===== src/rtl/timer_pkg.sv =====
// rtl/timer_pkg.sv - shared state encoding, mode constants and counter sizing for the timer run controller
package timer_pkg;

  typedef enum logic [2:0] {
    ST_IDLE    = 3'd0,
    ST_LOADED  = 3'd1,
    ST_RUNNING = 3'd2,
    ST_PAUSED  = 3'd3,
    ST_EXPIRED = 3'd4
  } state_t;

  localparam logic [1:0] MODE_0 = 2'd0;
  localparam logic [1:0] MODE_1 = 2'd1;
  localparam logic [1:0] MODE_2 = 2'd2;
  localparam logic [1:0] MODE_3 = 2'd3;

  function automatic int cnt_width(input int n);
    return (n > 1) ? $clog2(n) : 1;
  endfunction

endpackage


===== src/rtl/btn_debounce.sv =====
// rtl/btn_debounce.sv - two-flop synchronizer, level debouncer and one-cycle press pulse for an active-low button
module btn_debounce
  import timer_pkg::*;
#(
  parameter int DEBOUNCE_CYC = 1000000
) (
  input  logic clk,
  input  logic rst_n,
  input  logic btn_n,
  output logic press
);

  localparam int CW = cnt_width(DEBOUNCE_CYC);
  localparam logic [CW-1:0] CNT_MAX = CW'(DEBOUNCE_CYC - 1);

  logic [1:0]    sync_q;
  logic          level_q, level_d;
  logic [CW-1:0] cnt_q, cnt_d;
  logic          press_q, press_d;
  logic          sample;

  // Internal levels are active-high: 1 means pressed.
  assign sample = ~sync_q[1];

  always_comb begin
    level_d = level_q;
    cnt_d   = '0;
    press_d = 1'b0;
    if (sample != level_q) begin
      if (cnt_q == CNT_MAX) begin
        level_d = sample;
        press_d = sample;
      end else begin
        cnt_d = cnt_q + CW'(1);
      end
    end
  end

  always_ff @(posedge clk or negedge rst_n) begin
    if (!rst_n) begin
      sync_q  <= 2'b11;
      level_q <= 1'b0;
      cnt_q   <= '0;
      press_q <= 1'b0;
    end else begin
      sync_q  <= {sync_q[0], btn_n};
      level_q <= level_d;
      cnt_q   <= cnt_d;
      press_q <= press_d;
    end
  end

  assign press = press_q;

endmodule


===== src/rtl/timer_run_controller.sv =====
// rtl/timer_run_controller.sv - run/mode sequencer issuing load/decrement strobes, alarm and blink for the countdown datapath
module timer_run_controller
  import timer_pkg::*;
#(
  parameter int TICK_DIV     = 50000000,
  parameter int DEBOUNCE_CYC = 1000000,
  parameter int ALARM_SEC    = 10,
  parameter int BLINK_DIV    = 25000000
) (
  input  logic       clk_50M,
  input  logic       rst_n,
  input  logic       btn_start_n,
  input  logic       btn_set_n,
  input  logic [1:0] mode_sel,
  input  logic       cnt_zero,
  output logic       load_en,
  output logic [1:0] preset_sel,
  output logic       dec_en,
  output logic       running,
  output logic       alarm,
  output logic       blink,
  output logic [2:0] state
);

  localparam int TW = cnt_width(TICK_DIV);
  localparam int BW = cnt_width(BLINK_DIV);
  localparam int AW = cnt_width(ALARM_SEC);
  localparam logic [TW-1:0] TICK_MAX  = TW'(TICK_DIV - 1);
  localparam logic [BW-1:0] BLINK_MAX = BW'(BLINK_DIV - 1);
  localparam logic [AW-1:0] ALARM_MAX = AW'(ALARM_SEC - 1);

  logic start_press, set_press;

  btn_debounce #(.DEBOUNCE_CYC(DEBOUNCE_CYC)) u_start_db (
    .clk   (clk_50M),
    .rst_n (rst_n),
    .btn_n (btn_start_n),
    .press (start_press)
  );

  btn_debounce #(.DEBOUNCE_CYC(DEBOUNCE_CYC)) u_set_db (
    .clk   (clk_50M),
    .rst_n (rst_n),
    .btn_n (btn_set_n),
    .press (set_press)
  );

  state_t        state_q, state_d;
  logic [TW-1:0] tick_q, tick_d, tick_next;
  logic [BW-1:0] blink_cnt_q, blink_cnt_d;
  logic [AW-1:0] alarm_cnt_q, alarm_cnt_d;
  logic [1:0]    preset_sel_q, preset_sel_d;
  logic          load_en_q, load_en_d;
  logic          dec_en_q, dec_en_d;
  logic          running_q, running_d;
  logic          alarm_q, alarm_d;
  logic          blink_q, blink_d;
  logic          tick_term;

  assign tick_term = (tick_q == TICK_MAX);
  assign tick_next = tick_term ? '0 : tick_q + TW'(1);

  function automatic logic is_blink_state(input state_t s);
    return (s == ST_PAUSED) || (s == ST_EXPIRED);
  endfunction

  always_comb begin
    state_d      = state_q;
    tick_d       = tick_q;
    alarm_cnt_d  = '0;
    preset_sel_d = preset_sel_q;
    load_en_d    = 1'b0;
    dec_en_d     = 1'b0;
    blink_d      = 1'b0;
    blink_cnt_d  = '0;

    // Set is checked first in every state so it wins over a same-cycle start.
    case (state_q)
      ST_IDLE: begin
        tick_d = '0;
        if (set_press) begin
          preset_sel_d = mode_sel;
          load_en_d    = 1'b1;
          state_d      = ST_LOADED;
        end
      end
      ST_LOADED: begin
        tick_d = '0;
        if (set_press) begin
          preset_sel_d = mode_sel;
          load_en_d    = 1'b1;
        end else if (start_press) begin
          state_d = ST_RUNNING;
        end
      end
      ST_RUNNING: begin
        if (set_press) begin
          preset_sel_d = mode_sel;
          load_en_d    = 1'b1;
          tick_d       = '0;
          state_d      = ST_LOADED;
        end else if (start_press) begin
          state_d = ST_PAUSED;
        end else begin
          tick_d = tick_next;
          if (tick_term) begin
            if (cnt_zero) state_d = ST_EXPIRED;
            else          dec_en_d = 1'b1;
          end
        end
      end
      ST_PAUSED: begin
        if (set_press) begin
          preset_sel_d = mode_sel;
          load_en_d    = 1'b1;
          tick_d       = '0;
          state_d      = ST_LOADED;
        end else if (start_press) begin
          state_d = ST_RUNNING;
        end
      end
      ST_EXPIRED: begin
        alarm_cnt_d = alarm_cnt_q;
        if (set_press) begin
          preset_sel_d = mode_sel;
          load_en_d    = 1'b1;
          tick_d       = '0;
          state_d      = ST_LOADED;
        end else if (start_press) begin
          tick_d  = '0;
          state_d = ST_IDLE;
        end else begin
          tick_d = tick_next;
          if (tick_term) begin
            if (alarm_cnt_q == ALARM_MAX) begin
              alarm_cnt_d = '0;
              state_d     = ST_IDLE;
            end else begin
              alarm_cnt_d = alarm_cnt_q + AW'(1);
            end
          end
        end
      end
      default: begin
        tick_d  = '0;
        state_d = ST_IDLE;
      end
    endcase

    // Entering a blinking state always starts blanked with a fresh half-period.
    if (is_blink_state(state_d)) begin
      if (state_d != state_q) begin
        blink_d = 1'b1;
      end else if (blink_cnt_q == BLINK_MAX) begin
        blink_d = ~blink_q;
      end else begin
        blink_d     = blink_q;
        blink_cnt_d = blink_cnt_q + BW'(1);
      end
    end

    running_d = (state_d == ST_RUNNING);
    alarm_d   = (state_d == ST_EXPIRED);
  end

  always_ff @(posedge clk_50M or negedge rst_n) begin
    if (!rst_n) begin
      state_q      <= ST_IDLE;
      tick_q       <= '0;
      blink_cnt_q  <= '0;
      alarm_cnt_q  <= '0;
      preset_sel_q <= 2'd0;
      load_en_q    <= 1'b0;
      dec_en_q     <= 1'b0;
      running_q    <= 1'b0;
      alarm_q      <= 1'b0;
      blink_q      <= 1'b0;
    end else begin
      state_q      <= state_d;
      tick_q       <= tick_d;
      blink_cnt_q  <= blink_cnt_d;
      alarm_cnt_q  <= alarm_cnt_d;
      preset_sel_q <= preset_sel_d;
      load_en_q    <= load_en_d;
      dec_en_q     <= dec_en_d;
      running_q    <= running_d;
      alarm_q      <= alarm_d;
      blink_q      <= blink_d;
    end
  end

  assign load_en    = load_en_q;
  assign preset_sel = preset_sel_q;
  assign dec_en     = dec_en_q;
  assign running    = running_q;
  assign alarm      = alarm_q;
  assign blink      = blink_q;
  assign state      = state_q;

endmodule


===== config.mk =====
export PLATFORM = sky130hd
export DESIGN_NAME = timer_run_controller
export DESIGN_NICKNAME = d
export VERILOG_FILES = /design/src/rtl/timer_pkg.sv /design/src/rtl/btn_debounce.sv /design/src/rtl/timer_run_controller.sv
export SDC_FILE = /design/constraint.sdc
export NUM_CORES = 1
export LEC_CHECK = 0
export CAP_MARGIN = 20
export CORE_ASPECT_RATIO = 0.6
export CORE_UTILIZATION = 60
export DETAILED_ROUTE_END_ITERATION = 10
export HOLD_SLACK_MARGIN = 0.12
export PLACE_DENSITY = 0.78
export RECOVER_POWER = 50
export SLEW_MARGIN = 15
export SYNTH_ARGS = -nofsm -noshare
export SYNTH_HDL_FRONTEND = slang
export SYNTH_HIERARCHICAL = 1
export SYNTH_SLANG_ARGS = --single-unit

===== constraint.sdc =====
create_clock -name clk_50M -period 7 [get_ports clk_50M]
set_input_delay 1.4 -clock clk_50M [delete_from_list [all_inputs] [get_ports clk_50M]]
set_output_delay 1.4 -clock clk_50M [all_outputs]
set_load 0.005 [all_outputs]

# After elaboration in Yosys (flattened, before gate mapping)
# Index checks and enable logic that the tools add are counted.
# W data, S select, Z words.
[classes] n_bitwise=3 n_addsub=5 n_reduce_logical=8 n_eq_ne=21 mux=46
[op_table] operator="$mux W26" n=6
[op_table] operator="$mux W20" n=4
[op_table] operator="$pmux W26 S3" n=1
[op_table] operator="$mux W25" n=3
[op_table] operator="$add A20 B1 Y20 const B" n=2
[op_table] operator="$eq A20 B20 Y1 const B" n=2
[op_table] operator="$mux W3" n=12
[op_table] operator="$add A26 B1 Y26 const B" n=1
[op_table] operator="$eq A26 B26 Y1 const B" n=1
[op_table] operator="$add A25 B1 Y25 const B" n=1
[op_table] operator="$eq A25 B25 Y1 const B" n=1
[op_table] operator="$mux W4" n=5
[op_table] operator="$pmux W3 S5" n=1
[op_table] operator="$mux W1" n=14
[op_table] operator="$eq A3 B2 Y1 const B" n=4
[op_table] operator="$reduce_and A2 Y1" n=4
[op_table] operator="$eq A3 B3 Y1 const B" n=2
[op_table] operator="$ne A2 B2 Y1 const B" n=3
[op_table] operator="$reduce_or A5 Y1" n=1
[op_table] operator="$add A4 B1 Y4 const B" n=1
[op_table] operator="$eq A4 B4 Y1 const B" n=1
[op_table] operator="$eq A3 B1 Y1 const B" n=1
[op_table] operator="$logic_not A3 Y1" n=1
[op_table] operator="$ne A3 B1 Y1 const B" n=1
[op_table] operator="other kinds (7)" n=10
[totals] ff_bits=113

# Depth between registers and ports, before layout
[logic_depth] depth_word=9 ltp_mapped=8 mapped_depth_nobuf=7

# Cells and area by module
# Netlist, hierarchy kept.
[modules_own_cells] module="timer_run_controller" n_inst=1 area_per_inst_um2=3477.1 cells_per_inst=371
[modules_own_cells] module="btn_debounce" n_inst=2 area_per_inst_um2=1154.9 cells_per_inst=112

# Least setup slack after synthesis
# OpenSTA, ideal clock, no wires.
[synth_timing] path_type="register to register" startpoint="reg tick_q[16]" endpoint="reg blink_cnt_q[12]" path_stages_with_launch=9 arrival_time_ps=2406 path_slack_ps=4508 cell_sequence="dfrtp_1 or4b_1 or3_1 clkbuf_2 or4_4 o21ai_2 o21ai_4 buf_6 nor3_1"
[synth_via] elab_chain_len=8 word_cells_on_any_way=14
[synth_rtl] element="start, declared" line="timer_run_controller.sv:49" source="logic [TW-1:0] tick_q, tick_d, tick_next;"
[synth_rtl] element="start signal, assigned" line="timer_run_controller.sv:180" source="tick_q <= tick_d;"
[synth_rtl] element="$eq A26 B26 Y1 *" line="timer_run_controller.sv:60" source="assign tick_term = (tick_q == TICK_MAX);"
[synth_rtl] element="$mux W3 (on tied branches)" line="timer_run_controller.sv:134, timer_run_controller.sv:106"
[synth_rtl] element="$mux W3 (on tied branches)" line="timer_run_controller.sv:129, timer_run_controller.sv:102"
[synth_rtl] element="$mux W3 (on tied branches)" line="timer_run_controller.sv:124, timer_run_controller.sv:97"
[synth_rtl] element="$pmux W3 S5 *" line="timer_run_controller.sv:78" source="case (state_q)"
[synth_rtl] element="net state_d[2]" line="timer_run_controller.sv:48" source="state_t state_q, state_d;"
[synth_rtl] element="$ne A3 B3 Y1, or another cell as far along" line="timer_run_controller.sv:152" source="if (state_d != state_q) begin"
[synth_rtl] element="$mux W25 / $logic_or A1 B1 Y1 (equally long branches)" line="timer_run_controller.sv:152, timer_run_controller.sv:64"
[synth_rtl] element="$mux W25 *" line="timer_run_controller.sv:151" source="if (is_blink_state(state_d)) begin"
[synth_rtl] element="net blink_cnt_d[12]" line="timer_run_controller.sv:50" source="logic [BW-1:0] blink_cnt_q, blink_cnt_d;"
[synth_rtl] element="end signal, assigned" line="timer_run_controller.sv:181" source="blink_cnt_q <= blink_cnt_d;"
[synth_rtl] element="end, declared" line="timer_run_controller.sv:50"
# Mark *: on every way through the listed nets, which the timed path passes. The rest lies on a longest branch.
# A chain may end at the register's enable or synchronous reset.

==> flow_metrics.py <==
metrics = {
    "hold_path": {
        "worstHoldPathType": "flop to flop",
    },
    "status": {
        "violations": "capacitance limit, slew limit",
        "status": "finished with violations",
    },
    "logic_synthesis": {
        "yosys_warnings": 6,
        "async_reset_ff_frac": 1.00,
        "yosysMostFrequentCell": "dfrtp_1",
        "syn-cell-area_sq_um": 5790,
        "syn_area_per_cell_sq_um": 9.73,
        "ys_types": 59,
        "netlist_instances": 595,
        "synth-edff-count": 0,
        "yosys-top-cells-area": "dfrtp_1, xor2_1, nor2_1",
        "synth_common_cells": "dfrtp_1, nor2_1, nand2_1, xor2_1",
        "synth_seq_cells": 113,
        "yosysTopAreaCellShare": 0.471,
        "seq_area_frac_synth": 0.490,
        "synth_top_flop_cell": "dfrtp_1",
        "synth_area_leader_cell": "dfrtp_1",
        "syn_nets": 608,
    },
    "floorplanning": {
        "fp.dieArea_sq_um": 10100,
        "ios": 17,
        "rows": 27,
        "die_y_microns": 78.1,
        "die_w_microns": 129,
        "initial_core_util": 0.625,
        "coreArea_sq_um": 9260,
    },
    "setup_path": {
        "max_stage_delay_ps": 1980,
        "endpoint": "u_start_db/level_q",
        "critPathLaunch": "rst_n",
        "crit_slowest_cell": "clkbuf_1",
        "required_ps": 7450,
        "rrSetupSlack_ps": 4080,
        "reg2regPathDepth": 6,
        "critPathMaxFanout": 60,
        "endpoint_kind": "async pin",
        "path_cells": "clkbuf_1 -> buf_4",
        "start_kind": "input pin",
        "path_depth": 2,
        "cp_num_buf_inv": 2,
        "path_delay_family": "buffers and inverters",
        "rr_endpoint": "blink_cnt_q[11]",
        "worstSetupPathType": "input pin to async pin",
        "cp.arrival_ps": 4320,
        "r2r_start": "tick_q[16]",
    },
    "finish": {
        "fin_area_sq_um": 6620,
        "areaGrowthSynthToFinish_pct": 14.4,
        "fin_cells": 754,
        "final_nets": 624,
        "drive_gt1_frac": 0.0929,
        "antenna_cells": 0,
    },
    "drt": {
        "ant_nets": 0,
        "drt_pass1_iterations": 5,
        "drt_wl_total_mm": 12.0,
        "vias": 4502,
        "drt_iter0_drc": 372,
        "wl_per_cell_microns": 15.9,
        "drc": 0,
        "viasPerCell": 5.97,
    },
    "clock_network": {
        "holdBufCountCts": 0,
        "clock_path_buffers": 2,
        "cts_root_buf": "clkbuf_16",
        "post-cts-setup-buffers": 0,
        "cts_tree": "yes",
        "htreeDepth": 4,
        "clk_pin_slew_ps": 50,
        "numCtsBuffers": 17,
        "post_cts_resized": 0,
        "clock_latency_ps": 410,
        "cts.sinks": 113,
    },
    "grt": {
        "grt_remaining_overflow": 0,
        "grt_pass1_wl_mm": 20.9,
        "grt_util_all_layers": 0.271,
        "antenna_found_initial": 0,
        "grt_pass1_vias": 4322,
        "grt_max_degree": 61,
    },
    "power": {
        "p_per_area_nw_per_um2": 240,
        "p_leak_nw": 2.69,
        "finalPower_mw": 1.59,
        "vdd_drop_max_mv": 0.192,
    },
    "sta": {
        "max_slew.worst_pin.slew_ps": 2850,
        "rsz0062_at_grt": "no",
        "finalCriticalPeriod_ps": 3860,
        "fin_worst_skew_ps": 10.3,
        "slew_headroom": -0.899,
        "fin_tns_setup_ps": 0,
        "fin_crit_sh": 0.552,
        "setup_ws_ps": 3140,
        "finalHoldViolations": 0,
        "drv_slew": 55,
        "setup_viol": 0,
        "fmax_ghz": 0.259,
    },
    "place": {
        "io_buffers": 16,
        "pre_cts_slack_ps": 3780,
        "dpl.cell_count": 722,
        "dp_hpwl_mm": 7.89,
        "placedInstanceArea_sq_um": 6010,
        "gp_congestion": 0.847,
    },
    "flow_run": {
        "maxCapViolCount": 1,
    },
}
[sequential cells by signal, summed over array words and instances, names as in the netlist, 2 cells and up]
name	count
u_start_db/cnt_q	20
tick_q	26
u_set_db/sync_q	2
alarm_cnt_q	4
u_set_db/cnt_q	20
preset_sel	2
blink_cnt_q	25
u_start_db/sync_q	2
state	3
[metal layers]
metal	vias to the layer above	GRT usage	share of wire
li1	2156	-	-
met2	126	0.395	0.45
met4	0	0.0941	0.012
met1	2202	0.387	0.49
met3	18	0.0777	0.049
met5	-	0	0
[layout make-up]
| cell class | instances | area, sq um |
|---|---|---|
| flip-flops and latches | 113 | 2830 |
| multi-input cells | 444 | 2770 |
| fillers | 693 | 2640 |
| clock buffers | 27 | 523 |
| repair buffers | 19 | 173 |
| well taps | 130 | 163 |
| clock inverters | 5 | 100 |
| inverters | 16 | 60.1 |
[power by group]
part           internal, mW  leakage [nW]  total, mW  switching (mW)
Clock                 0.615         0.308      0.897           0.282
Sequential            0.660          1.56      0.664         0.00385
Combinational       0.00710         0.824     0.0270          0.0199
Total                  1.28          2.69       1.59           0.306
[metrics by stage]
stage / hold WS (ps) / utilization
floorplan: 345 / -
global placement: 347 / 0.650
detailed placement: 349 / 0.650
CTS: 353 / 0.717
global route: 356 / 0.715
finish: 353 / 0.715
[how the worst min path moves through the flow]
stage                              start                   end  slack [ps]  depth (start not counted)
floorplan             u_set_db/sync_q[0]    u_set_db/sync_q[1]         350                          0
global placement      u_set_db/sync_q[0]    u_set_db/sync_q[1]         350                          0
detailed placement  u_start_db/sync_q[0]  u_start_db/sync_q[1]         350                          0
CTS                   u_set_db/sync_q[0]    u_set_db/sync_q[1]         350                          0
global route        u_start_db/sync_q[0]  u_start_db/sync_q[1]         360                          0
finish                u_set_db/sync_q[0]    u_set_db/sync_q[1]         350                          0
[cell families after synthesis]
| kind of cell | Yosys count | synth area share |
|---|---|---|
| buf+inv | 38 | 0.0316 |
| simple gates | 297 | 0.278 |
| compound gates | 68 | 0.0757 |
| mux | 5 | 0.00908 |
| xor+xnor | 68 | 0.103 |
| fa+ha+maj | 6 | 0.0130 |
| flops | 113 | 0.490 |
[cell usage in the layout (no fill, tap or decap), types with 4 or more instances in the layout]
cell type        Yosys  layout
a21oi_1             17      17
and3_1               9       9
and3_2               4       4
and4_1               9       9
clkbuf_1            15       6
clkbuf_16            0      17
clkbuf_8             0       6
clkdlybuf4s50_1      0      10
dfrtp_1            109     109
dfstp_2              4       4
dlygate4sd3_1        0       5
ha_1                 6       6
inv_1               16      16
nand2_1             45      45
nand2b_1             4       4
nand3_1             33      33
nand4_1             16      16
nor2_1              82      82
nor2b_1              4       4
nor3_1              33      33
nor3b_1              5       5
nor4_1              11      10
o21ai_0             19      20
o31ai_1             12      12
o41ai_1              4       4
or3_1                8       8
or4_1                5       6
xnor2_1             32      32
xor2_1              36      36
(Power assumes the default switching activity.)
